==> src/rtl/ext_pkg.sv <==
// Shared types and helpers for the immediate/shift-amount extension stage.
package ext_pkg;

  typedef enum logic [1:0] {
    EXT_ZERO = 2'b00,
    EXT_SIGN = 2'b01,
    EXT_HIGH = 2'b10,
    EXT_BOFS = 2'b11
  } ext_mode_t;

  localparam int EXT_MAX_W = 64;

  // Width-agnostic reference of the extension, usable in constant expressions.
  function automatic logic [EXT_MAX_W-1:0] ext_apply(
    input logic [EXT_MAX_W-1:0] data,
    input ext_mode_t            mode,
    input int                   in_w,
    input int                   out_w
  );
    logic [EXT_MAX_W-1:0] mask_in;
    logic [EXT_MAX_W-1:0] sx;
    logic [EXT_MAX_W-1:0] r;
    mask_in = (64'd1 << in_w) - 64'd1;
    sx      = data & mask_in;
    if (((data >> (in_w - 1)) & 64'd1) != 64'd0) sx = sx | ~mask_in;
    case (mode)
      EXT_ZERO: r = data & mask_in;
      EXT_SIGN: r = sx;
      EXT_HIGH: r = (data & mask_in) << (out_w - in_w);
      default:  r = sx << 2;
    endcase
    return r & ((64'd1 << out_w) - 64'd1);
  endfunction

endpackage

==> src/rtl/ext_core.sv <==
// Combinational extender: maps an IN_W-bit field and a mode to an OUT_W-bit result.
module ext_core
  import ext_pkg::*;
#(
  parameter int IN_W  = 5,
  parameter int OUT_W = 32
) (
  input  logic [IN_W-1:0]  data,
  input  ext_mode_t        mode,
  output logic [OUT_W-1:0] result
);

  localparam int PAD = OUT_W - IN_W;

  logic [OUT_W-1:0] zx;
  logic [OUT_W-1:0] sx;
  logic [OUT_W-1:0] hx;

  assign zx = {{PAD{1'b0}}, data};
  assign sx = {{PAD{data[IN_W-1]}}, data};
  assign hx = {data, {PAD{1'b0}}};

  // NOTE: give every always_comb output a default first so no path can infer a latch.
  always_comb begin
    result = zx;
    case (mode)
      EXT_ZERO: result = zx;
      EXT_SIGN: result = sx;
      EXT_HIGH: result = hx;
      EXT_BOFS: result = sx << 2;
      default:  result = zx;
    endcase
  end

endmodule

==> src/rtl/ext_stage.sv <==
// Registered extension stage with valid/ready handshake and synchronous flush.
// Define EXT_SKID_EN for a 2-entry skid buffer with a registered in_ready.
module ext_stage
  import ext_pkg::*;
#(
  parameter int IN_W  = 5,
  parameter int OUT_W = 32,
  parameter int TAG_W = 5
) (
  input  logic             clk,
  input  logic             rst,
  input  logic             flush,
  input  logic             in_valid,
  output logic             in_ready,
  input  logic [IN_W-1:0]  in_data,
  input  logic [1:0]       in_mode,
  input  logic [TAG_W-1:0] in_tag,
  output logic             out_valid,
  input  logic             out_ready,
  output logic [OUT_W-1:0] out_data,
  output logic [TAG_W-1:0] out_tag
);

  logic [OUT_W-1:0] ext_data;
  logic             in_fire;

  ext_core #(.IN_W(IN_W), .OUT_W(OUT_W)) u_core (
    .data   (in_data),
    .mode   (ext_mode_t'(in_mode)),
    .result (ext_data)
  );

  assign in_fire = in_valid && in_ready;

`ifdef EXT_SKID_EN
  logic             skid_valid;
  logic [OUT_W-1:0] skid_data;
  logic [TAG_W-1:0] skid_tag;

  // Ready comes straight from the skid flop; rst only masks it.
  assign in_ready = !rst && !skid_valid;

  // NOTE: sequential state uses non-blocking assignments so all flops update together.
  // NOTE: the skid payload is not reset; skid_valid alone qualifies it.
  always_ff @(posedge clk) begin
    if (rst) begin
      out_valid  <= 1'b0;
      out_data   <= '0;
      out_tag    <= '0;
      skid_valid <= 1'b0;
    end else if (flush) begin
      out_valid  <= 1'b0;
      skid_valid <= 1'b0;
    end else if (!out_valid || out_ready) begin
      if (skid_valid) begin
        out_data   <= skid_data;
        out_tag    <= skid_tag;
        out_valid  <= 1'b1;
        skid_valid <= 1'b0;
      end else begin
        out_valid <= in_fire;
        if (in_fire) begin
          out_data <= ext_data;
          out_tag  <= in_tag;
        end
      end
    end else if (in_fire) begin
      skid_data  <= ext_data;
      skid_tag   <= in_tag;
      skid_valid <= 1'b1;
    end
  end
`else
  assign in_ready = !rst && (!out_valid || out_ready);

  // NOTE: sequential state uses non-blocking assignments so all flops update together.
  always_ff @(posedge clk) begin
    if (rst) begin
      out_valid <= 1'b0;
      out_data  <= '0;
      out_tag   <= '0;
    end else if (flush) begin
      out_valid <= 1'b0;
    end else if (in_fire) begin
      out_data  <= ext_data;
      out_tag   <= in_tag;
      out_valid <= 1'b1;
    end else if (out_ready) begin
      out_valid <= 1'b0;
    end
  end
`endif

endmodule

==> config.mk <==
export PLATFORM = sky130hd
export DESIGN_NAME = ext_stage
export DESIGN_NICKNAME = d
export VERILOG_FILES = /design/src/rtl/ext_pkg.sv /design/src/rtl/ext_core.sv /design/src/rtl/ext_stage.sv
export SDC_FILE = /design/constraint.sdc
export NUM_CORES = 1
export LEC_CHECK = 0
export ABC_AREA = 1
export CAP_MARGIN = 20
export CELL_PAD_IN_SITES_DETAIL_PLACEMENT = 2
export CELL_PAD_IN_SITES_GLOBAL_PLACEMENT = 2
export CORE_MARGIN = 2
export CORE_UTILIZATION = 25
export CTS_CLUSTER_DIAMETER = 100
export DETAILED_ROUTE_END_ITERATION = 12
export DONT_BUFFER_PORTS = 1
export GPL_TIMING_DRIVEN = 0
export PLACE_DENSITY = 0.7
export SLEW_MARGIN = 30
export SYNTH_ARGS = -nofsm -noshare
export SYNTH_HDL_FRONTEND = slang
export SYNTH_SLANG_ARGS = --single-unit
==> constraint.sdc <==
create_clock -name clk -period 0.96 [get_ports clk]
set_input_delay 0.192 -clock clk [delete_from_list [all_inputs] [get_ports clk]]
set_output_delay 0.192 -clock clk [all_outputs]
set_load 0.05 [all_outputs]
==> metrics.cfg <==
[clock_tree]
cts_buffers=3
clock_latency_ns=0.25
cts.sinks=18
cts_buffer_depth=2
ctsHoldBuffers=0
htree_num_levels=1
clockRootBuffer=clkbuf_8
cts_tree=done
clk_pin_slew_ns=0.07

[timing]
timing.hold.ws_ns=0.0494
worst_slew_pin_slew_ns=0.377
drv_slew=0
finalCritPeriodShare_pct=133
setup_tns_ns=-9.90
clock_skew_ns=0.00631
fmax_ghz=0.782
setup_viol=38
setup_ws_ns=-0.319
hold_viol_final=0
rsz0062_at_grt=yes
period_needed_ns=1.28
slew_headroom_pct=74.8

[global_routing]
track_usage_pct=14.0
antenna_found_initial=0
grt_pass1_wl_mm=4.86
grt_max_degree=11
grt_pass1_vias=966
grt_remaining_overflow=0

[worst_hold_path]
hp-start=in_tag[2]
min_to=out_tag[2]$_SDFFE_PP0P_
min_path_cells=2
hp-class=in2reg

[floorplanning]
core-area_um2=4030
dieArea_um2=4730
ios=56
rows=23
die_w_um=68.8
initial_core_util_pct=26.1
die_h_um=68.8

[synth]
yosysMostFrequentCell=nand2_1
syn-cell-area_um2=1050
synth-async-reset-ratio_pct=0
synth_common_cells=nand2_1, buf_4, dfxtp_1, nand3_1
syn_area_per_cell_um2=7.83
ys_ff_latch=18
ys.flop_type=dfxtp_1
yosysWarnings=0
yosys.area.top_type_share_pct=34.3
synth_edf_count=0
synth.distinct_cells=19
yosys-top-cells-area=dfxtp_1, buf_4, nand2_1
seq_area_frac_synth_pct=34.3
synth_top_area_cell=dfxtp_1
syn_inst=134
syn-num-nets=151

[critical_path]
crit_fanout=7
setup.worst_path.end_class=output port
r2r_end=out_data[1]$_SDFFE_PP0P_
r2r-start=out_valid$_SDFFE_PP0P_
startpoint_type=flip-flop
required_ns=0.77
path_cells=buf_4, buf_6
crit_slowest_cell=dfxtp_4
crit_type=reg2out
r2r_slack_ns=-0.25
cp_slowest_stage_delay_ns=0.49
cp.arrival_ns=1.09
rr_worst_depth=7

[drt]
antenna_left=0
drt_iter0_markers=15
drc=0
drt-wirelength-per-cell_um=15.7
route.final.wire_length_mm=3.09
vias=918
dr.pass1.iters=4
routed_via_density=4.66

[outcome]
status=complete, but fails checks
violations=setup timing

[power]
power_density_nw_per_um2=1170
p_total_mw=1.77
leakage_nw=0.684
vdd_drop_max_mv=0.319

[final_layout]
fin_nets=165
fin_cells=197
drive_above_1_share_pct=64.6
nFillCells=448
areaGrowthSynthToFinish_pct=44.6
insertedDiodeCount=0

[placed_design]
dp.cells=184
dpl.hpwl_mm=2.22
portBuffers=0
gp_congestion=0.717
pre_cts_slack_ns=-0.265

[flow_run]
drv_cap=0

==> layer usage <==
metal / global-route usage, % / share of wire (%) / routed length [µm] / vias up
met3: 2.44 / 6.5 / 200 / 0
met2: 26.6 / 57 / 1770 / 37
met4: 4.41 / 0 / 0 / 0
li1: - / - / - / 435
met5: 0 / 0 / 0 / -
met1: 15.7 / 36 / 1120 / 446
==> worst max path at each step <==
stage / slack (ns) / cells past startpoint / startpoint / to
after floorplan: -0.1 / 5 / out_valid$_SDFFE_PP0P_ / out_data[31]$_SDFFE_PP0P_
after global placement: -0.20 / 5 / out_valid$_SDFFE_PP0P_ / out_data[31]$_SDFFE_PP0P_
after detailed placement: -0.26 / 5 / out_valid$_SDFFE_PP0P_ / out_data[30]$_SDFFE_PP0P_
after CTS: -0.33 / 2 / out_data[26]$_SDFFE_PP0P_ / out_data[15]
after global routing: -0.37 / 2 / out_data[26]$_SDFFE_PP0P_ / out_data[12]
final: -0.32 / 2 / out_data[26]$_SDFFE_PP0P_ / out_data[9]
==> registers in the layout (all words and copies together), names as in the netlist <==
signal,flops
out_data,12
out_tag,5
out_valid,1
==> per-stage QoR <==
stage / utilization [%] / instance area (µm²)
4_1_cts: 36.3 / 1460
3_3_place_gp: 29.8 / 1200
5_1_grt: 37.7 / 1520
6_report: 37.7 / 1520
2_1_floorplan: - / 1140
3_5_place_dp: 29.8 / 1200
==> timing repair <==
| item | in CTS | in global routing |
|---|---|---|
| gates cloned | 2 | 0 |
| resized for setup | 47 | 23 |
| pin swaps | 6 | 13 |
| buffers inserted | 8 | 0 |
| setup endpoints to repair | 55 | 48 |
==> worst max-delay path, delay by kind of cell, from the launching register on <==
kind | cells | cell delay, ns
flip-flops | 1 | 0.49
buffers and inverters | 2 | 0.33
==> placed cells by master, fill, tap and decap left out, drive strengths merged <==
cell type  synthesis  final
nand2             40     40
nand3             13     13
o21bai             1      1
o22ai              1      1
nor2               6      6
clkbuf             0      4
dfxtp             18     18
buf               25     34
a21oi             17     17
inv               10     10
o21ai              3      3
==> cells by family (layout without fill, tap and decap cells) <==
group / after synthesis / after routing / share of synthesized area, %
AO/OA/AOI/OAI: 22 / 22 / 14.4
buffers and inverters: 35 / 48 / 22.6
flip-flops: 18 / 18 / 34.3
AND/OR/NAND/NOR: 59 / 59 / 28.6
==> layout make-up <==
type                       count  area, µm²  share of cell area, %
sequential                    18        410                   27.0
timing repair buffer          10        134                   8.82
multi-input combinational     81        568                   37.4
inverter                      10       40.0                   2.64
tap                           50       62.6                   4.12
clock buffer                   4       45.0                   2.97
buffer                        24        258                   17.0
==> power by group <==
| part | internal [mW] | leakage (nW) | switching (mW) |
|---|---|---|---|
| clock network | 0.294 | 0.0228 | 0.243 |
| registers | 0.756 | 0.158 | 0.108 |
| logic | 0.137 | 0.503 | 0.235 |
| total | 1.19 | 0.684 | 0.587 |
(Power assumes the default switching activity.)
